===== config.mk =====
export PLATFORM = sky130hd
export DESIGN_NAME = mem_access_ctrl_flat
export DESIGN_NICKNAME = d
export VERILOG_FILES = /design/src/rtl/mem_access_ctrl_pkg.sv /design/src/rtl/mem_access_ctrl_if.sv /design/src/rtl/mem_access_ctrl_lane_align.sv /design/src/rtl/mem_access_ctrl.sv /design/src/flat_wrapper.sv
export SDC_FILE = /design/constraint.sdc
export NUM_CORES = 1
export LEC_CHECK = 0
export ABC_AREA = 1
export BUFFER_PORTS_ARGS = -buffer_cell sky130_fd_sc_hd__buf_2
export CAP_MARGIN = 20
export CORE_AREA = 2 2 143 145
export DETAILED_ROUTE_END_ITERATION = 12
export DIE_AREA = 0 0 145 147
export GPL_TIMING_DRIVEN = 0
export SYNTH_ARGS = -nofsm -noshare
export SYNTH_HDL_FRONTEND = slang
export SYNTH_SLANG_ARGS = --single-unit

===== constraint.sdc =====
create_clock -name clk -period 4.5 [get_ports clk]
set_input_delay 0.9 -clock clk [delete_from_list [all_inputs] [get_ports clk]]
set_output_delay 0.9 -clock clk [all_outputs]
set_load 0.01 [all_outputs]

===== src/rtl/mem_access_ctrl_pkg.sv =====
// Shared constants for the memory access controller: RV32 func3 codes, FSM states, widths.
// Optional build macro MISALIGN_TRAP_EN is consumed by mem_lane_align.
package mem_pkg;

  localparam int ADDR_W  = 12;
  localparam int WADDR_W = 10;
  localparam int DATA_W  = 32;

  localparam logic [2:0] F3_B    = 3'd0;
  localparam logic [2:0] F3_H    = 3'd1;
  localparam logic [2:0] F3_W    = 3'd2;
  localparam logic [2:0] F3_RSV3 = 3'd3;
  localparam logic [2:0] F3_BU   = 3'd4;
  localparam logic [2:0] F3_HU   = 3'd5;
  localparam logic [2:0] F3_RSV6 = 3'd6;
  localparam logic [2:0] F3_RSV7 = 3'd7;

  localparam logic [1:0] ST_IDLE  = 2'd0;
  localparam logic [1:0] ST_ISSUE = 2'd1;
  localparam logic [1:0] ST_RESP  = 2'd2;

  typedef enum logic {
    SIDE_IF = 1'b0,
    SIDE_LS = 1'b1
  } side_e;

  function automatic logic is_no_access(input logic [2:0] f3);
    return (f3 == F3_RSV3) || (f3 == F3_RSV6) || (f3 == F3_RSV7);
  endfunction

endpackage


===== src/rtl/mem_access_ctrl_if.sv =====
// Memory-side command/data bus between the access controller (master) and the memory (slave).
interface mem_access_ctrl_if;
  import mem_pkg::*;

  logic               mem_read;
  logic               mem_write;
  logic               mem_ifetch;
  logic [WADDR_W-1:0] mem_waddr;
  logic [3:0]         mem_be;
  logic [DATA_W-1:0]  mem_wdata;
  logic [DATA_W-1:0]  mem_rdata;

  modport master (
    output mem_read, mem_write, mem_ifetch, mem_waddr, mem_be, mem_wdata,
    input  mem_rdata
  );

  modport slave (
    input  mem_read, mem_write, mem_ifetch, mem_waddr, mem_be, mem_wdata,
    output mem_rdata
  );
endinterface


===== src/rtl/mem_access_ctrl_lane_align.sv =====
// Combinational byte-lane logic: store shift and byte enables, load extract and extend.
// With MISALIGN_TRAP_EN defined, misaligned halfword/word accesses are flagged instead of aligned down.
module mem_lane_align
  import mem_pkg::*;
(
  input  logic [2:0]        func3,
  input  logic [1:0]        addr_lo,
  input  logic [DATA_W-1:0] wdata,
  input  logic [DATA_W-1:0] rdata,
  output logic [3:0]        be,
  output logic [DATA_W-1:0] wdata_lane,
  output logic [DATA_W-1:0] rdata_ext,
  output logic              no_access,
  output logic              misaligned
);

  logic [1:0]        eff_lo;
  logic [DATA_W-1:0] rshift;

  always_comb begin
    no_access = is_no_access(func3);
`ifdef MISALIGN_TRAP_EN
    misaligned = ~no_access &
                 (((func3[1:0] == 2'd1) & addr_lo[0]) |
                  ((func3[1:0] == 2'd2) & (addr_lo != 2'b00)));
    eff_lo     = addr_lo;
`else
    misaligned = 1'b0;
    case (func3[1:0])
      2'd1:    eff_lo = {addr_lo[1], 1'b0};
      2'd2:    eff_lo = 2'b00;
      default: eff_lo = addr_lo;
    endcase
`endif
  end

  always_comb begin
    case (func3[1:0])
      2'd0: begin
        be         = 4'b0001 << eff_lo;
        wdata_lane = DATA_W'(wdata[7:0]) << {eff_lo, 3'b000};
      end
      2'd1: begin
        be         = 4'b0011 << {eff_lo[1], 1'b0};
        wdata_lane = DATA_W'(wdata[15:0]) << {eff_lo[1], 4'b0000};
      end
      default: begin
        be         = 4'b1111;
        wdata_lane = wdata;
      end
    endcase
  end

  always_comb begin
    rshift = rdata >> {eff_lo, 3'b000};
    case (func3)
      F3_B:    rdata_ext = {{24{rshift[7]}}, rshift[7:0]};
      F3_BU:   rdata_ext = {24'd0, rshift[7:0]};
      F3_H:    rdata_ext = {{16{rshift[15]}}, rshift[15:0]};
      F3_HU:   rdata_ext = {16'd0, rshift[15:0]};
      F3_W:    rdata_ext = rdata;
      default: rdata_ext = '0;
    endcase
  end

endmodule


===== src/rtl/mem_access_ctrl.sv =====
// Arbitrates one fetch port and one load/store port onto a single-word memory (IDLE/ISSUE/RESP).
// Optional MISALIGN_TRAP_EN build turns misaligned load/store into a faulting, command-less response.
module mem_access_ctrl
  import mem_pkg::*;
(
  input  logic              clk,
  input  logic              rst_n,
  input  logic              if_req,
  input  logic [ADDR_W-1:0] if_addr,
  output logic              if_ready,
  output logic [DATA_W-1:0] if_rdata,
  input  logic              ls_req,
  input  logic              ls_we,
  input  logic [2:0]        ls_func3,
  input  logic [ADDR_W-1:0] ls_addr,
  input  logic [DATA_W-1:0] ls_wdata,
  output logic              ls_ready,
  output logic [DATA_W-1:0] ls_rdata,
  output logic              ls_fault,
  output logic              stall,
  mem_access_ctrl_if.master mem
);

  logic [1:0]         state_q, state_d;
  side_e              side_q, side_d;
  logic [2:0]         func3_q, func3_d;
  logic [1:0]         addr_lo_q, addr_lo_d;
  logic               we_q, we_d;
  logic               if_ready_q, if_ready_d;
  logic [DATA_W-1:0]  if_rdata_q, if_rdata_d;
  logic               ls_ready_q, ls_ready_d;
  logic [DATA_W-1:0]  ls_rdata_q, ls_rdata_d;
  logic               ls_fault_q, ls_fault_d;
  logic               mem_read_q, mem_read_d;
  logic               mem_write_q, mem_write_d;
  logic               mem_ifetch_q, mem_ifetch_d;
  logic [WADDR_W-1:0] mem_waddr_q, mem_waddr_d;
  logic [3:0]         mem_be_q, mem_be_d;
  logic [DATA_W-1:0]  mem_wdata_q, mem_wdata_d;

  logic [2:0]         la_func3;
  logic [1:0]         la_addr_lo;
  logic [3:0]         la_be;
  logic [DATA_W-1:0]  la_wdata;
  logic [DATA_W-1:0]  la_rdata;
  logic               la_no_access;
  logic               la_misaligned;
  logic               unused_if_lo;

  assign unused_if_lo = ^if_addr[1:0];

  // In IDLE the lane logic sees the live request; afterwards it sees the captured one.
  assign la_func3   = (state_q == ST_IDLE) ? ls_func3     : func3_q;
  assign la_addr_lo = (state_q == ST_IDLE) ? ls_addr[1:0] : addr_lo_q;

  mem_lane_align u_lane_align (
    .func3      (la_func3),
    .addr_lo    (la_addr_lo),
    .wdata      (ls_wdata),
    .rdata      (mem.mem_rdata),
    .be         (la_be),
    .wdata_lane (la_wdata),
    .rdata_ext  (la_rdata),
    .no_access  (la_no_access),
    .misaligned (la_misaligned)
  );

  always_comb begin
    state_d      = state_q;
    side_d       = side_q;
    func3_d      = func3_q;
    addr_lo_d    = addr_lo_q;
    we_d         = we_q;
    if_rdata_d   = if_rdata_q;
    ls_rdata_d   = ls_rdata_q;
    if_ready_d   = 1'b0;
    ls_ready_d   = 1'b0;
    ls_fault_d   = 1'b0;
    mem_read_d   = 1'b0;
    mem_write_d  = 1'b0;
    mem_ifetch_d = 1'b0;
    mem_waddr_d  = '0;
    mem_be_d     = '0;
    mem_wdata_d  = '0;
    case (state_q)
      ST_IDLE: begin
        if (ls_req) begin
          state_d   = ST_ISSUE;
          side_d    = SIDE_LS;
          func3_d   = ls_func3;
          addr_lo_d = ls_addr[1:0];
          we_d      = ls_we;
          if (!la_no_access && !la_misaligned) begin
            mem_read_d  = ~ls_we;
            mem_write_d = ls_we;
            mem_waddr_d = ls_addr[ADDR_W-1:2];
            mem_be_d    = la_be;
            mem_wdata_d = ls_we ? la_wdata : '0;
          end
        end else if (if_req) begin
          state_d      = ST_ISSUE;
          side_d       = SIDE_IF;
          mem_read_d   = 1'b1;
          mem_ifetch_d = 1'b1;
          mem_waddr_d  = if_addr[ADDR_W-1:2];
          mem_be_d     = 4'b1111;
        end
      end
      ST_ISSUE: begin
        state_d = ST_RESP;
        if (side_q == SIDE_LS) begin
          ls_ready_d = 1'b1;
          ls_fault_d = la_misaligned;
          ls_rdata_d = (we_q || la_no_access || la_misaligned) ? '0 : la_rdata;
        end else begin
          if_ready_d = 1'b1;
          if_rdata_d = mem.mem_rdata;
        end
      end
      ST_RESP: state_d = ST_IDLE;
      default: state_d = ST_IDLE;
    endcase
  end

  always_ff @(posedge clk or negedge rst_n) begin
    if (!rst_n) begin
      state_q      <= ST_IDLE;
      side_q       <= SIDE_IF;
      func3_q      <= '0;
      addr_lo_q    <= '0;
      we_q         <= 1'b0;
      if_ready_q   <= 1'b0;
      if_rdata_q   <= '0;
      ls_ready_q   <= 1'b0;
      ls_rdata_q   <= '0;
      ls_fault_q   <= 1'b0;
      mem_read_q   <= 1'b0;
      mem_write_q  <= 1'b0;
      mem_ifetch_q <= 1'b0;
      mem_waddr_q  <= '0;
      mem_be_q     <= '0;
      mem_wdata_q  <= '0;
    end else begin
      state_q      <= state_d;
      side_q       <= side_d;
      func3_q      <= func3_d;
      addr_lo_q    <= addr_lo_d;
      we_q         <= we_d;
      if_ready_q   <= if_ready_d;
      if_rdata_q   <= if_rdata_d;
      ls_ready_q   <= ls_ready_d;
      ls_rdata_q   <= ls_rdata_d;
      ls_fault_q   <= ls_fault_d;
      mem_read_q   <= mem_read_d;
      mem_write_q  <= mem_write_d;
      mem_ifetch_q <= mem_ifetch_d;
      mem_waddr_q  <= mem_waddr_d;
      mem_be_q     <= mem_be_d;
      mem_wdata_q  <= mem_wdata_d;
    end
  end

  assign if_ready       = if_ready_q;
  assign if_rdata       = if_rdata_q;
  assign ls_ready       = ls_ready_q;
  assign ls_rdata       = ls_rdata_q;
  assign ls_fault       = ls_fault_q;
  assign mem.mem_read   = mem_read_q;
  assign mem.mem_write  = mem_write_q;
  assign mem.mem_ifetch = mem_ifetch_q;
  assign mem.mem_waddr  = mem_waddr_q;
  assign mem.mem_be     = mem_be_q;
  assign mem.mem_wdata  = mem_wdata_q;

  // Gated by rst_n so stall also drops the instant reset asserts.
  assign stall = rst_n &
                 ((if_req & ~((state_q == ST_RESP) & (side_q == SIDE_IF))) |
                  (ls_req & ~((state_q == ST_RESP) & (side_q == SIDE_LS))));

endmodule


===== src/flat_wrapper.sv =====
// flat-port wrapper written by rule: the top's interface ports become plain ports
module mem_access_ctrl_flat import mem_pkg::*;
  (clk, rst_n, if_req, if_addr, if_ready, if_rdata, ls_req, ls_we, ls_func3, ls_addr, ls_wdata, ls_ready, ls_rdata, ls_fault, stall, mem_mem_read, mem_mem_write, mem_mem_ifetch, mem_mem_waddr, mem_mem_be, mem_mem_wdata, mem_mem_rdata);
  mem_access_ctrl_if mem_i ();
  input  logic clk;
  input  logic rst_n;
  input  logic if_req;
  input  logic [ADDR_W-1:0] if_addr;
  output logic if_ready;
  output logic [DATA_W-1:0] if_rdata;
  input  logic ls_req;
  input  logic ls_we;
  input  logic [2:0] ls_func3;
  input  logic [ADDR_W-1:0] ls_addr;
  input  logic [DATA_W-1:0] ls_wdata;
  output logic ls_ready;
  output logic [DATA_W-1:0] ls_rdata;
  output logic ls_fault;
  output logic stall;
  output wire logic [$bits(mem_i.mem_read)-1:0] mem_mem_read;
  output wire logic [$bits(mem_i.mem_write)-1:0] mem_mem_write;
  output wire logic [$bits(mem_i.mem_ifetch)-1:0] mem_mem_ifetch;
  output wire logic [$bits(mem_i.mem_waddr)-1:0] mem_mem_waddr;
  output wire logic [$bits(mem_i.mem_be)-1:0] mem_mem_be;
  output wire logic [$bits(mem_i.mem_wdata)-1:0] mem_mem_wdata;
  input wire logic [$bits(mem_i.mem_rdata)-1:0] mem_mem_rdata;
  assign mem_mem_read = mem_i.mem_read;
  assign mem_mem_write = mem_i.mem_write;
  assign mem_mem_ifetch = mem_i.mem_ifetch;
  assign mem_mem_waddr = mem_i.mem_waddr;
  assign mem_mem_be = mem_i.mem_be;
  assign mem_mem_wdata = mem_i.mem_wdata;
  assign mem_i.mem_rdata = mem_mem_rdata;
  mem_access_ctrl u_core (.clk(clk), .rst_n(rst_n), .if_req(if_req), .if_addr(if_addr), .if_ready(if_ready), .if_rdata(if_rdata), .ls_req(ls_req), .ls_we(ls_we), .ls_func3(ls_func3), .ls_addr(ls_addr), .ls_wdata(ls_wdata), .ls_ready(ls_ready), .ls_rdata(ls_rdata), .ls_fault(ls_fault), .stall(stall), .mem(mem_i));
endmodule

==> flow_summary.yaml, run 1 <==
routing:
  antenna_left: 0
  dr.pass1.iters: 5
  drtIter0Drc: 311
  drc: 0
  via_per_inst: 4.58
  wl_mm: 19.7
  wl_per_cell_um: 15.8
  vias: 5687
setup_path:
  rr_worst_depth: 15
  path_cells: "nor2_4, nand2_1, o21ai_2, clkbuf_1, ha_1, buf_4, inv_2, nand2_2, nand3_2, buf_8, nor2_1, nand2_1, inv_2, nand2_1, a31oi_1"
  r2r_slack_ns: 1.13
  reg2reg_from: "u_core.state_q[0]$_DFFE_PN0P_"
  crit_fanout: 11
  path_common_cell: "nand2_1"
  critPathMaxStageDelay_ns: 0.49
  r2r_end: "u_core.mem.mem_wdata[26]$_DFF_PN0_"
  cp_slowest_cell: "clkbuf_1"
  path_class: "register to register"
  worstPathArrival_ns: 3.68
  required_ns: 4.82
  crit_path_end_kind: "register"
  startpoint_type: "register"
  cp-endpoint: "u_core.mem.mem_wdata[26]$_DFF_PN0_"
  cp-startpoint: "u_core.state_q[0]$_DFFE_PN0P_"
sta:
  finalMaxSlewViolations: 0
  skew_ns: 0.00909
  slew-limit-headroom_pct: 47.0
  finalHoldViolCount: 0
  finalSetupViolations: 0
  fin_ws_ns: 1.13
  setup_tns_ns: 0
  worst_slew_pin_slew_ns: 0.792
  max_freq_mhz: 297
  finalCriticalPeriod_ns: 3.37
  period_share_pct: 74.8
  grt_setup_unrepaired: "no"
floorplanning:
  row_count: 52
  initial_core_util_pct: 30.5
  die-area_um2: 21300
  die_height_um: 147
  core_region_area_um2: 19800
  io_pins: 213
  die_w_um: 145
grt:
  busiest_layer: "met2"
  grt_use_total_pct: 18.7
  grt_pass1_wl_mm: 30.8
  use_met3_pct: 5.03
  grt_pass1_vias: 5558
  grt_overflow_total: 0
  use_met1_pct: 24.8
  grt_max_degree: 65
  antenna_found_initial: 2
  grt_use_met2_pct: 29.9
power:
  power_density_nw_per_um2: 781
  p_leak_nw: 4.55
  peakVddDrop_mv: 0.317
  total_power_mw: 6.27
finish:
  final_util_pct: 40.5
  instances_no_fill: 1243
  area_growth_pct: 32.4
  drive_gt1_share_pct: 31.9
  layout_commonest_cell: "nand2_1"
  final_cell_mix: "253 x nand2_1, 213 x buf_2, 124 x dfrtp_1"
  fin_nets: 1059
clock_network:
  htreeDepth: 4
  path_clk_slew_ns: 0.06
  cts_buffers: 17
  cts_root_buffer: "clkbuf_16"
  hold_buffers: 0
  clock_path_buffers: 2
  insertion_delay_ns: 0.42
  post_cts_buffers: 0
  cts_tree: "built"
  clock_sinks: 124
  cts_resized: 0
placement:
  dpl.hpwl_mm: 15.0
  port_buffers: 208
  place_inst: 1210
  gp_congestion: 0.916
  pre_cts_ws_ns: 0.807
synthesis:
  syn-cell-area_um2: 6060
  synthTopCellsByArea: "dfrtp_1 51%, nand2_1 16%, o21ai_0 4.3%"
  synth-edff-count: 0
  yosysTopAreaCell: "dfrtp_1"
  yosysWarnings: 0
  ys_async_sr_fraction_pct: 100
  ys.flop_type: "dfrtp_1"
  netlist_instances: 731
  syn_avg_cell_area_um2: 8.29
  yosysTopAreaCellShare_pct: 51.2
  synth_nets: 831
  ys_ff_latch: 124
  yosysSeqAreaShare_pct: 51.2
  synth.distinct_cells: 32
run_status:
  status: "completed"
min_path:
  hold_class: "input port to asynchronous set/reset pin"
run:
  maxCapViolCount: 0
how the worst min path moves through the flow:
stage                                              start                                 to
final                                              rst_n  u_core.mem.mem_waddr[1]$_DFF_PN0_
after global placement    u_core.if_rdata[1]$_DFFE_PN0P_     u_core.if_rdata[1]$_DFFE_PN0P_
after detailed placement  u_core.ls_rdata[6]$_DFFE_PN0P_     u_core.ls_rdata[6]$_DFFE_PN0P_
after CTS                                          rst_n  u_core.mem.mem_waddr[1]$_DFF_PN0_
after global routing                               rst_n  u_core.mem.mem_waddr[1]$_DFF_PN0_
after floorplan            u_core.func3_q[2]$_DFFE_PN0P_      u_core.func3_q[2]$_DFFE_PN0P_
cell type report:
class | count | area (µm²)
diodes | 1 | 2.50
plain buffers | 32 | 210
clock buffers | 17 | 425
clock inverters | 15 | 125
fillers | 2061 | 11800
inverters | 73 | 274
multi-input cells | 502 | 2470
flip-flops and latches | 124 | 3100
well taps | 270 | 338
repair buffers | 209 | 1070
sequential cells by signal (all words and copies together) (netlist names):
name	count
u_core.ls_ready	1
u_core.state_q	2
u_core.mem.mem_waddr	10
u_core.if_ready	1
u_core.mem.mem_ifetch	1
u_core.mem.mem_be	4
u_core.addr_lo_q	2
u_core.ls_rdata	32
u_core.mem.mem_wdata	32
u_core.mem.mem_write	1
u_core.we_q	1
u_core.func3_q	3
u_core.mem.mem_read	1
u_core.if_rdata	32
u_core.side_q	1
stage by stage:
stage               cell area [µm²]  hold WS [ns]
detailed placement             7470         0.463
finish                         8030         0.436
global placement               7440         0.462
global route                   8030         0.486
CTS                            8030         0.468
floorplan                      6060         0.442
cells by family (layout without fill, tap and decap cells):
kind of cell / after synthesis / after routing / share of synthesized area, %
AO/OA/AOI/OAI: 102 / 102 / 10.3
adder cells (fa/ha/maj): 4 / 4 / 0.826
buffers and inverters: 105 / 346 / 7.99
flip-flops: 124 / 124 / 51.2
other: 1 / 2 / 0.0619
AND/OR/NAND/NOR: 395 / 395 / 29.6
routing by layer:
layer	up-vias	wire (µm)	share of wire, %
met5	-	11	0.056
met2	176	9220	47
met1	2682	8920	45
li1	2800	-	-
met3	27	1220	6.2
met4	2	312	1.6
report_power, final:
| part | switching [mW] | internal (mW) |
|---|---|---|
| sequential | 0.190 | 1.51 |
| combinational | 2.16 | 1.12 |
| clock | 0.535 | 0.756 |
cell usage after synthesis (2+ instances only):
library cell	count
dfrtp_1	124
o21ai_0	52
o21ai_2	3
inv_2	16
inv_1	57
nor2_4	4
nor2_1	53
a22oi_1	16
nand3_4	2
nand2_4	2
clkbuf_1	15
a31oi_1	8
nor3_2	8
buf_8	3
nand2_2	5
nand4_1	4
nand3_2	8
nand3_1	51
ha_1	4
a32o_1	10
a21oi_1	11
buf_6	5
nor2_8	2
nand2_1	253
buf_2	6
buf_4	3
worst max-delay path, delay by kind of cell, from the launching register on:
kind,cells,cell delay (ns)
simple gates,7,1.15
buf+inv,5,1.11
flops,1,0.43
compound gates,2,0.31
fa+ha+maj,1,0.26
Power figures use the tool's default switching activity.
==> inputs of run 2 (changes only) <==
- clock period: 4.5 -> 3.51 ns (I/O delays scaled with it)
==> run 2 against run 1 <==
Effect of this change:
- cell count did not move
- non-clock buffer count unchanged
- combinational power up 28%
- first-iteration DRC count is 1.6% higher
- highest routed layer unchanged
- hold slack worse by 0.20 ns
- clock skew about the same
- routed wire length hardly changed
- sequential power up 28%
- via count grew 0.23%
- setup slack worse by 0.89 ns
==> flow_summary.yaml, run 2 (synthesized netlist as in run 1, its figures left out) <==
run_status:
  status: "completed"
floorplanning:
  die_w_um: 145
  row_count: 52
  initial_core_util_pct: 30.5
  io_pins: 213
  die-area_um2: 21300
  core_region_area_um2: 19800
  die_height_um: 147
finish:
  final_util_pct: 40.5
  instances_no_fill: 1243
  register_area_um2: 3100
  fin_nets: 1059
  nFillCells: 2061
  final_cell_mix: "253 x nand2_1, 213 x buf_2, 124 x dfrtp_1"
  layout_commonest_cell: "nand2_1"
  area_growth_pct: 32.5
  drive_gt1_share_pct: 32.1
  multi_input_area_um2: 2480
placement:
  port_buffers: 208
  dpl.hpwl_mm: 15.0
  gp_congestion: 0.916
  place_inst: 1210
power:
  power_density_nw_per_um2: 1000
  p_leak_nw: 4.55
  total_power_mw: 8.05
  peakVddDrop_mv: 0.407
sta:
  hold_ws_ns: 0.238
  finalSetupViolations: 0
  grt_setup_unrepaired: "no"
  setup_tns_ns: 0
  max_freq_mhz: 306
  period_share_pct: 93.0
  skew_ns: 0.00909
  finalMaxSlewViolations: 0
  finalHoldViolCount: 0
  slew-limit-headroom_pct: 58.7
  worst_slew_pin_slew_ns: 0.620
  finalCriticalPeriod_ns: 3.26
routing:
  dr.pass1.iters: 5
  drc: 0
  wl_mm: 19.7
  drtIter0Drc: 316
  via_per_inst: 4.59
  antenna_left: 0
  vias: 5700
  wl_per_cell_um: 15.9
setup_path:
  required_ns: 3.83
  path_class: "register to register"
  crit_fanout: 11
  worstPathArrival_ns: 3.58
  crit_path_end_kind: "register"
  startpoint_type: "register"
grt:
  grt_use_met2_pct: 29.9
  busiest_layer: "met2"
  grt_use_total_pct: 18.7
  grt_pass1_wl_mm: 30.8
  use_met3_pct: 5.03
  grt_pass1_vias: 5558
  use_met1_pct: 24.8
  grt_max_degree: 65
  grt_overflow_total: 0
  antenna_found_initial: 2
clock_network:
  cts_root_buffer: "clkbuf_16"
  hold_buffers: 0
  cts_buffers: 17
  insertion_delay_ns: 0.42
  htreeDepth: 4
  cts_tree: "built"
  clock_path_buffers: 2
  path_clk_slew_ns: 0.06
  clock_sinks: 124
run:
  maxCapViolCount: 0
min_path:
  hold_class: "input port to asynchronous set/reset pin"
==> run 2: cell types whose count changed in the layout (fill, tap and decap cells not counted) <==
cell	change
nor2_2	+1
clkbuf_1	-1
nor2_1	-1
clkbuf_2	+1
==> run 2: path summary, 6_finish.rpt <==
| path | from | cells after the start | end | slack [ns] |
|---|---|---|---|---|
| setup / recovery | u_core.state_q[0]$_DFFE_PN0P_ | 13 | u_core.mem.mem_wdata[26]$_DFF_PN0_ | 0.25 |
| hold / removal | rst_n | 1 | u_core.mem.mem_waddr[1]$_DFF_PN0_ | 0.24 |
| setup reg to reg | u_core.state_q[0]$_DFFE_PN0P_ | 13 | u_core.mem.mem_wdata[26]$_DFF_PN0_ | 0.25 |
| hold reg to reg | u_core.ls_rdata[6]$_DFFE_PN0P_ | 2 | u_core.ls_rdata[6]$_DFFE_PN0P_ | 0.47 |
| max in group asynchronous | rst_n | 2 | u_core.if_rdata[2]$_DFFE_PN0P_ | 2.52 |
| min in group clk | u_core.ls_rdata[6]$_DFFE_PN0P_ | 2 | u_core.ls_rdata[6]$_DFFE_PN0P_ | 0.47 |
==> run 2: worst max-delay path, cell delays in order (launching register included) <==
cell      delay [ns]
dfrtp_1         0.43
nor2_4          0.33
o21ai_2         0.16
inv_2           0.15
clkbuf_1        0.47
ha_1            0.36
nand2_2         0.16
nand3_2         0.17
buf_8           0.19
nor2_1          0.18
nand2_1         0.14
inv_2           0.16
nand2_1         0.07
a31oi_1         0.18
==> run 2: layer usage <==
layer | share of wire (%) | wire (µm)
met3 | 6.1 | 1210
met1 | 45 | 8940
met4 | 1.5 | 287
met2 | 47 | 9260
met5 | 0.056 | 11
==> run 2: report_power, final <==
part           switching [mW]  leakage (nW)  internal (mW)  total [mW]
Sequential              0.244          1.64           1.94        2.18
Clock                   0.687         0.265          0.969        1.66
Combinational            2.78          2.64           1.44        4.21
Total                    3.71          4.55           4.34        8.05
==> run 2: per-stage QoR <==
stage / setup WS (ns) / cell area [µm²]
5_1_grt: 0.00704 / 8030
4_1_cts: 0.0662 / 8030
2_1_floorplan: 0.833 / 6060
6_report: 0.245 / 8030
3_5_place_dp: 0.0151 / 7470
3_3_place_gp: -0.481 / 7440
==> run 2: layout make-up <==
cell class	count	area share, %
Buffer	32	2.63
Timing Repair Buffer	209	13.4
Multi-Input combinational cell	502	30.8
Tap cell	270	4.21
Clock buffer	17	5.30
Antenna cell	1	0.0312
Sequential cell	124	38.6
Inverter	73	3.41
Clock inverter	15	1.56
==> run 2: what timing repair did <==
item,in CTS,in global routing
buffers inserted,0,0
resized for setup,0,3
setup endpoints to repair,0,15
